==> config.mk <==
export PLATFORM = sky130hd
export DESIGN_NAME = bram_bank_streamer
export DESIGN_NICKNAME = d
export VERILOG_FILES = /design/src/rtl/bram_bank_streamer_pkg.sv /design/src/rtl/bank_stream_fifo.sv /design/src/rtl/bram_bank_streamer.sv
export SDC_FILE = /design/constraint.sdc
export NUM_CORES = 1
export LEC_CHECK = 0
export ABC_AREA = 0
export ABC_CLOCK_PERIOD_IN_PS = 4610
export CORE_MARGIN = 2
export CORE_UTILIZATION = 58
export CTS_BUF_LIST = sky130_fd_sc_hd__clkbuf_4
export DETAILED_ROUTE_END_ITERATION = 10
export PLACE_DENSITY_LB_ADDON = 0.3
export SYNTH_ARGS = -nofsm -noshare
export SYNTH_HDL_FRONTEND = slang
export SYNTH_SLANG_ARGS = --single-unit
==> constraint.sdc <==
create_clock -name clk -period 4.61 [get_ports clk]
set_input_delay 0.6915 -clock clk [delete_from_list [all_inputs] [get_ports clk]]
set_output_delay 0.6915 -clock clk [all_outputs]
set_load 0.1 [all_outputs]
==> src/rtl/bram_bank_streamer_pkg.sv <==
// Shared definitions for the bank read streamer: FSM states, FIFO geometry
// and the issue-credit test.
package bram_bank_streamer_pkg;

   localparam int unsigned FIFO_DEPTH = 4;
   localparam int unsigned FIFO_PTR_W = 2;
   localparam int unsigned FIFO_CNT_W = 3;

   typedef enum logic [1:0] {
      ST_IDLE = 2'd0,
      ST_RUN  = 2'd1,
      ST_DONE = 2'd2
   } state_t;

   // A read may issue only if every word already queued or in flight still fits.
   function automatic logic credit_ok(input logic [FIFO_CNT_W-1:0] fill,
                                      input logic [1:0]            inflight);
      return (4'(fill) + 4'(inflight)) < 4'(FIFO_DEPTH);
   endfunction

endpackage

==> src/rtl/bank_stream_fifo.sv <==
// Depth-4 synchronous FIFO holding {last, beat}; slots are cleared on pop so an
// empty FIFO presents all-zero data.
module bank_stream_fifo
   import bram_bank_streamer_pkg::*;
#(
   parameter int unsigned WIDTH = 8
) (
   input  logic                  clk,
   input  logic                  rstn,
   input  logic                  push,
   input  logic [WIDTH-1:0]      din,
   input  logic                  pop,
   output logic [WIDTH-1:0]      dout,
   output logic [FIFO_CNT_W-1:0] count,
   output logic                  empty,
   output logic                  full
);

   logic [WIDTH-1:0]      mem [FIFO_DEPTH];
   logic [FIFO_PTR_W-1:0] rd_ptr;
   logic [FIFO_PTR_W-1:0] wr_ptr;
   logic                  do_pop;
   logic                  do_push;

   assign empty   = (count == '0);
   assign full    = (count == FIFO_CNT_W'(FIFO_DEPTH));
   assign do_pop  = pop & ~empty;
   assign do_push = push & (~full | do_pop);
   assign dout    = mem[rd_ptr];

   always_ff @(posedge clk) begin
      if (!rstn) begin
         for (int unsigned i = 0; i < FIFO_DEPTH; i++) mem[i] <= '0;
         rd_ptr <= '0;
         wr_ptr <= '0;
         count  <= '0;
      end else begin
         if (do_pop) begin
            mem[rd_ptr] <= '0;
            rd_ptr      <= rd_ptr + FIFO_PTR_W'(1);
         end
         if (do_push) begin
            mem[wr_ptr] <= din;
            wr_ptr      <= wr_ptr + FIFO_PTR_W'(1);
         end
         case ({do_push, do_pop})
            2'b10:   count <= count + FIFO_CNT_W'(1);
            2'b01:   count <= count - FIFO_CNT_W'(1);
            default: count <= count;
         endcase
      end
   end

endmodule

==> src/rtl/bram_bank_streamer.sv <==
// Walks a contiguous bank address range, reads all banks in lockstep and
// streams the packed words out over AXI-Stream with credit-limited issue.
module bram_bank_streamer
   import bram_bank_streamer_pkg::*;
#(
   parameter int unsigned DATA_WIDTH      = 32,
   parameter int unsigned M_PORTS         = 1,
   parameter int unsigned BANK_ADDR_WIDTH = 14,
   parameter int unsigned LEN_WIDTH       = 16
) (
   input  logic                               clk,
   input  logic                               rstn,
   input  logic                               start,
   input  logic [BANK_ADDR_WIDTH-1:0]         base_addr,
   input  logic [LEN_WIDTH-1:0]               count,
   output logic                               busy,
   output logic                               done,
   output logic [M_PORTS*BANK_ADDR_WIDTH-1:0] raddr,
   input  logic [M_PORTS*DATA_WIDTH-1:0]      rdata,
   output logic [M_PORTS*DATA_WIDTH-1:0]      m_axis_tdata,
   output logic                               m_axis_tvalid,
   input  logic                               m_axis_tready,
   output logic                               m_axis_tlast
);

   localparam int unsigned BEAT_W = M_PORTS * DATA_WIDTH;

   state_t                    state;
   state_t                    state_next;
   logic [BANK_ADDR_WIDTH-1:0] addr;
   logic [LEN_WIDTH-1:0]       remaining;
   logic                       s1_vld, s1_last, s2_vld, s2_last;
   logic [1:0]                 inflight;

   logic                       issue_c;
   logic                       handshake_c;
   logic [BANK_ADDR_WIDTH-1:0] issue_addr_c;
   logic [LEN_WIDTH-1:0]       issue_rem_c;
   logic                       issue_last_c;

   logic [BEAT_W:0]            fifo_dout;
   logic [FIFO_CNT_W-1:0]      fifo_count;
   logic                       fifo_empty;
   logic                       fifo_full;

   assign inflight      = 2'(s1_vld) + 2'(s2_vld);
   assign m_axis_tvalid = ~fifo_empty;
   assign m_axis_tdata  = fifo_dout[BEAT_W-1:0];
   assign m_axis_tlast  = fifo_dout[BEAT_W];
   assign handshake_c   = m_axis_tvalid & m_axis_tready;

   // The first read issues on the accepting edge so raddr shows base one cycle later.
   always_comb begin
      state_next   = state;
      issue_c      = 1'b0;
      issue_addr_c = (state == ST_IDLE) ? base_addr : addr;
      issue_rem_c  = (state == ST_IDLE) ? count : remaining;
      issue_last_c = (issue_rem_c == LEN_WIDTH'(1));
      case (state)
         ST_IDLE: begin
            if (start) begin
               if (count == '0) begin
                  state_next = ST_DONE;
               end else begin
                  state_next = ST_RUN;
                  issue_c    = 1'b1;
               end
            end
         end
         ST_RUN: begin
            issue_c = (remaining != '0) && credit_ok(fifo_count, inflight);
            if (handshake_c && m_axis_tlast) state_next = ST_DONE;
         end
         ST_DONE: state_next = ST_IDLE;
         default: state_next = ST_IDLE;
      endcase
   end

   always_ff @(posedge clk) begin
      if (!rstn) begin
         state     <= ST_IDLE;
         addr      <= '0;
         remaining <= '0;
         raddr     <= '0;
         s1_vld    <= 1'b0;
         s1_last   <= 1'b0;
         s2_vld    <= 1'b0;
         s2_last   <= 1'b0;
         busy      <= 1'b0;
         done      <= 1'b0;
      end else begin
         state <= state_next;
         busy  <= (state_next != ST_IDLE);
         done  <= (state_next == ST_DONE);
         if (issue_c) begin
            raddr     <= {M_PORTS{issue_addr_c}};
            addr      <= issue_addr_c + BANK_ADDR_WIDTH'(1);
            remaining <= issue_rem_c - LEN_WIDTH'(1);
         end
         // Two-stage tag tracks the bank's one-cycle read latency plus raddr register.
         s1_vld  <= issue_c;
         s1_last <= issue_c & issue_last_c;
         s2_vld  <= s1_vld;
         s2_last <= s1_last;
      end
   end

   always_ff @(posedge clk) begin
      if (rstn) begin
         assert (!(s2_vld && fifo_full && !handshake_c))
            else $error("bank_stream_fifo overflow");
      end
   end

   bank_stream_fifo #(
      .WIDTH (BEAT_W + 1)
   ) u_fifo (
      .clk   (clk),
      .rstn  (rstn),
      .push  (s2_vld),
      .din   ({s2_last, rdata}),
      .pop   (m_axis_tready),
      .dout  (fifo_dout),
      .count (fifo_count),
      .empty (fifo_empty),
      .full  (fifo_full)
   );

endmodule
Word-level counts from Yosys, hierarchy flattened

Memories as Yosys holds them, arrays and structs flattened. A register that Yosys moved wholly into a read port is not among the register bits.
Cells that the tools add are included.

Reduce and logical (&&, ||, !) cells: 10
$lt $le $gt $ge: 1
Equal/unequal tests: 6
Bitwise logic cells: 6
Add/sub/neg operators: 8
Multiplexer cells: 25

Operators with widths:

| kind                                               | number |
|---|---|
| 2-to-1 mux 33 bit                                  | 2 |
| OR reduction 33 bit                                | 2 |
| == test 16 x 1 -> 1 bit, second input constant     | 1 |
| logical NOT 16 bit                                 | 1 |
| 2-to-1 mux 16 bit                                  | 1 |
| nonzero test 16 bit                                | 1 |
| subtractor 16 x 1 -> 16 bit, second input constant | 1 |
| adder 14 x 1 -> 14 bit, second input constant      | 1 |
| 2-to-1 mux 14 bit                                  | 1 |
| 2-to-1 mux 2 bit                                   | 7 |
| 2-to-1 mux 1 bit                                   | 11 |
| case mux 3 bit (2 select lines)                    | 1 |
| adder 2 x 1 -> 2 bit, second input constant        | 2 |
| adder 3 x 2 -> 4 bit                               | 1 |
| == test 2 x 1 -> 1 bit, second input constant      | 2 |
| == test 2 bit, second input constant               | 2 |
| < comparator 4 x 3 -> 1 bit, second input constant | 1 |
| case mux 2 bit (2 select lines)                    | 1 |
| nonzero test 2 bit                                 | 2 |
| adder 3 x 1 -> 3 bit, second input constant        | 1 |
| bitwise AND 1 bit                                  | 3 |
| == test 3 bit, second input constant               | 1 |
| logical NOT 3 bit                                  | 1 |
| subtractor 3 x 1 -> 3 bit, second input constant   | 1 |
| other kinds (6)                                    | 8 |

Output and inout bits: 50
Bits of input ports: 66
RAM bits: 132
Flip-flop bits (word level): 59
Memories: 1

Memory list:

| name       | words | width | rd ports | clocked after memory_dff | wr ports | RTL line               | RTL |
|---|---|---|---|---|---|---|---|
| u_fifo.mem | 4     | 33    | 1        | 1                        | 4        | bank_stream_fifo.sv:19 | `logic [WIDTH-1:0] mem [FIFO_DEPTH];` |

Logic depth before layout (Yosys ltp)

Word-level depth: 10
Depth in mapped cells: 16
Depth with buffers taken out: 10

Modules after synthesis

Synthesis repeated with hierarchy kept, for this count alone.

Cells, all modules: 819
Area total of the unflattened synthesis: 9572.9 µm²

Modules (own cells, without submodules):

| module             | seq. area each (µm²) | area an instance (µm²) | instances | cells each |
|---|---|---|---|---|
| bank_stream_fifo   | 4144.0               | 6334.8                 | 1         | 399 |
| bram_bank_streamer | 1041.0               | 3238.1                 | 1         | 420 |

Worst setup path after synthesis

Ideal clock, no wire load.

Kind: reg-to-reg
From: register state[1]
To: register remaining[14]
Buffers on the path: 6
Slack: 1419 ps
Stages on the path, launching flop included: 14
Arrival time: 3121 ps
Setup time: 70 ps
Path through: dfxtp_1 -> buf_2 -> buf_2 -> nor2_1 -> buf_4 -> buf_4 -> buf_2 -> buf_2 -> mux2i_1 -> ha_1 -> o211ai_1 -> nor4_1 -> mux2_2 -> a21oi_1

Cells in the longest elaborated chain, start to end: 3
Elaborated cells between the ends (all ways): 5
Those cells by class: add/sub (1); eq/ne (1); mux (2); reduce/logical (1)

Ends and longest elaborated chain:

| item                        | RTL line                                           | RTL |
|---|---|---|
| from (decl)                 | bram_bank_streamer.sv:28                           | `state_t state;` |
| from (signal assigned)      | bram_bank_streamer.sv:92                           | `state <= state_next;` |
| logical NOT 2 bit           | bram_bank_streamer.sv:57, bram_bank_streamer.sv:59 |  |
| 2-to-1 mux 16 bit           | bram_bank_streamer.sv:57                           | `issue_rem_c = (state == ST_IDLE) ? count : remaining;` |
| subtractor 16 x 1 -> 16 bit | bram_bank_streamer.sv:98                           | `remaining <= issue_rem_c - LEN_WIDTH'(1);` |
| to (signal assigned)        | bram_bank_streamer.sv:98                           |  |
| to (decl)                   | bram_bank_streamer.sv:31                           | `logic [LEN_WIDTH-1:0] remaining;` |

Parallel ways exist; a longest one is shown, timed or not.
A chain may end at the register's enable or synchronous reset.

Worst setup path in the final report

From: register state[1]
To: register s1_last

Cells in the longest elaborated chain, start to end: 4
Elaborated cells between the ends (all ways): 6
Those cells by class: eq/ne (2); mux (2); bitwise (1); reduce/logical (1)

Ends and longest elaborated chain:

| item                    | RTL line                                           | RTL |
|---|---|---|
| logical NOT 2 bit       | bram_bank_streamer.sv:57, bram_bank_streamer.sv:59 |  |
| 2-to-1 mux 16 bit       | bram_bank_streamer.sv:57                           |  |
| == test 16 x 1 -> 1 bit | bram_bank_streamer.sv:58                           | `issue_last_c = (issue_rem_c == LEN_WIDTH'(1));` |
| bitwise AND 1 bit *     | bram_bank_streamer.sv:102                          | `s1_last <= issue_c & issue_last_c;` |
| to (signal assigned)    | bram_bank_streamer.sv:102                          |  |
| to (decl)               | bram_bank_streamer.sv:32                           | `logic s1_vld, s1_last, s2_vld, s2_last;` |

Mark *: on every way between the ends. The rest lies on a longest branch, timed or not.

==> impl_metrics.json <==
{
  "fin_skew_ps": 14.6,
  "grt_pass1_vias": 6692,
  "ys_ff_latch": 193,
  "clkTransAtPathRegs_ps": 150,
  "path_cells": "nand2b_1 -> a211oi_1 -> a22o_1 -> buf_4 -> nand2_1 -> nor4_1",
  "viasPerCell": 5.95,
  "dieArea_mm2": 0.0174,
  "route.met3.wl_um": 1230,
  "p_comb_share_pct": 43.5,
  "numCtsBuffers": 17,
  "critPathMaxStageDelay_ps": 970,
  "num-nets-final": 1001,
  "syn_area_mm2": 0.00951,
  "rsz0062_at_grt": "false",
  "port_buffers": 115,
  "syn_nets": 904,
  "grt_usage_pct": 25.2,
  "crit_type": "register to register",
  "gp_congestion": 0.898,
  "antenna_found_initial": 1,
  "ctsResizeCount": 0,
  "root_buffer": "clkbuf_4",
  "vdd_drop_max_uv": 373,
  "drive_gt1_share_pct": 13.8,
  "max_slew_margin_pct": 26.6,
  "p_int_w": 0.00328,
  "wl_met2_um": 10600,
  "finalHoldViolCount": 0,
  "cp-start-kind": "register",
  "cts_hold_buffers": 0,
  "slew_violations": 0,
  "die_w_um": 132,
  "io_pins": 116,
  "drtPass1Iterations": 6,
  "synth_cell_types": 67,
  "core_area_mm2": 0.0159,
  "wl_per_cell_um": 18.5,
  "worstMarginPinSlew_ps": 1100,
  "async_reset_ff_share_pct": 0,
  "fin_crit_sh_pct": 73.2,
  "tns_ps": 0,
  "slowest_stage": "a22o_1",
  "clk_latency_ps": 590,
  "seq_area_frac_synth_pct": 54.5,
  "switching_power_w": 0.00261,
  "routed_wirelength_um": 21400,
  "dr.first_iter.drc_count": 601,
  "syn_area_per_cell_um2": 11.5,
  "cp-end-kind": "register",
  "highest_layer": "met4",
  "grt_overflow": 0,
  "hpwl_um": 14000,
  "wl_met1_um": 9250,
  "synthCells": 829,
  "tritoncts": "yes",
  "path_buf_inv": 1,
  "synth_top_flop_cell": "edfxtp_1",
  "rows": 46,
  "seqPwrFrac_pct": 38.1,
  "synth_edf_count": 132,
  "max_cap_viol_count": 0,
  "crit_path_max_fanout": 33,
  "hold_path_class": "register to register",
  "fmax_mhz": 296,
  "fill_cells": 1126,
  "start_util_pct": 59.6,
  "p_per_area_mw_per_mm2": 529,
  "syn_to_final_growth_pct": 17.1,
  "swShare_pct": 44.3,
  "dieHeight_um": 132,
  "clkPwrFrac_pct": 18.4,
  "post-cts-setup-buffers": 0,
  "required_ps": 5110,
  "finalSetupViolCount": 0,
  "yosysWarningCount": 0,
  "run_status": "finished clean",
  "whs_ps": 471,
  "htreeDepth": 4,
  "cts_sinks": 193,
  "min_period_ps": 3380,
  "num_vias": 6895,
  "crit_family": "compound AO/OA/AOI/OAI gates",
  "cts_buffer_depth": 2,
  "ant_nets": 0,
  "power_leakage_nw": 4.13,
  "grt_pass1_wl_um": 34600,
  "post-route-drc-count": 0,
  "cp.arrival_ps": 3870,
  "grt_max_degree": 50
}
Yosys cell counts (all sizes together) (4+ instances only):
cell | number | area share [%]
mux2i | 14 | 1.5
nand2b | 6 | 0.39
nor4 | 15 | 0.99
nand2 | 69 | 2.7
buf | 20 | 1.1
and2 | 145 | 9.5
xnor2 | 5 | 0.46
o211ai | 14 | 1.1
edfxtp | 132 | 42
and3 | 5 | 0.33
or2 | 4 | 0.26
o21ai | 24 | 1.3
nand3b | 5 | 0.53
or3 | 11 | 0.78
dfxtp | 61 | 13
a22oi | 5 | 0.45
a31oi | 14 | 0.92
a211oi | 15 | 1.2
a21o | 4 | 0.32
mux4 | 33 | 7.8
clkbuf | 34 | 1.3
o2111ai | 7 | 0.64
a21oi | 35 | 1.8
ha | 8 | 1.1
nand3 | 12 | 0.63
inv | 12 | 0.47
nor2 | 58 | 2.3
nor3 | 12 | 0.63
power groups by stage:
stage / registers [W] / clock network (W) / logic, W
finish: 0.00224 / 0.00108 / 0.00256
global route: 0.00228 / 0.00116 / 0.00267
CTS: 0.00224 / 0.00109 / 0.00257
detailed placement: 0.00228 / 0 / 0.00257
global placement: 0.00227 / 0 / 0.00254
floorplan: 0.00236 / 0 / 0.00190
routing by layer:
layer	track usage, %	up-vias
li1	-	3255
met1	33.5	3339
met2	42.2	268
met3	4.65	33
met4	7.97	0
met5	0	-
kinds of logic (layout without fill, tap and decap cells):
family | after synthesis | count (layout) | synth area share [%]
buf+inv | 66 | 176 | 2.95
xor+xnor | 8 | 8 | 0.737
other cells | 0 | 4 | 0
fa+ha+maj | 9 | 9 | 1.26
simple gates | 360 | 360 | 20.7
flops | 193 | 193 | 54.5
compound gates | 145 | 145 | 10.4
mux | 48 | 48 | 9.41
flip-flops by register name, indices dropped and copies added, names as in the netlist, named ones only:
| name | flops |
|---|---|
| addr | 14 |
| busy | 1 |
| done | 1 |
| raddr | 14 |
| remaining | 16 |
| s1_last | 1 |
| s1_vld | 1 |
| s2_last | 1 |
| s2_vld | 1 |
| state | 2 |
| u_fifo.count | 3 |
| u_fifo.mem | 132 |
| u_fifo.rd_ptr | 2 |
| u_fifo.wr_ptr | 2 |
worst register-to-register path, cell delays in order (launching register included):
cell and delay (ps):
dfxtp_1 610, nand2b_1 300, a211oi_1 620, a22o_1 970, buf_4 380, nand2_1 90, nor4_1 320
stage by stage:
step | setup slack (ps) | instance area (um2) | total power (W) | cells | util (%)
final | 1230 | 11100 | 0.00589 | 1159 | 69.8
after global routing | 1030 | 11100 | 0.00610 | 1159 | 69.8
after CTS | 1150 | 11100 | 0.00590 | 1155 | 69.8
after detailed placement | 1290 | 10800 | 0.00485 | 1123 | 67.5
after global placement | 1400 | 10800 | 0.00482 | 1123 | 67.5
after floorplan | 1420 | 9510 | 0.00427 | 829 | -
worst paths after layout:
| path | from | depth (start not counted) | slack [ps] | to |
|---|---|---|---|---|
| setup / recovery | state[1] | 6 | 1230 | s1_last |
| hold / removal | s1_last | 1 | 470 | s2_last |
| setup reg to reg | state[1] | 6 | 1230 | s1_last |
| hold reg to reg | s1_last | 1 | 470 | s2_last |
cell type report:
| class | instances | area [um2] | area share (%) |
|---|---|---|---|
| Timing Repair Buffer | 132 | 1210 | 10.9 |
| Antenna cell | 4 | 10.0 | 0.0899 |
| Sequential cell | 193 | 5190 | 46.6 |
| Inverter | 12 | 45.0 | 0.405 |
| Multi-Input combinational cell | 570 | 4050 | 36.4 |
| Tap cell | 216 | 270 | 2.43 |
| Clock buffer | 17 | 128 | 1.15 |
| Clock inverter | 15 | 230 | 2.07 |
layout by cell type, fill, tap and decap left out, drive strengths merged, types with 6 or more instances in the layout:
cell type	netlist	final
dfxtp	61	61
nand3	12	12
buf	20	50
nor4	15	15
ha	8	8
mux4	33	33
o211ai	14	14
a211oi	15	15
a21oi	35	35
mux2i	14	14
clkdlybuf4s50	0	82
nor3	12	12
nand2b	6	6
clkbuf	34	17
inv	12	16
o21ai	24	24
o2111ai	7	7
nand2	69	69
and2	145	145
a31oi	14	14
or3	11	11
edfxtp	132	132
nor2	58	58
Note: power is estimated with default switching activity, not from simulation.
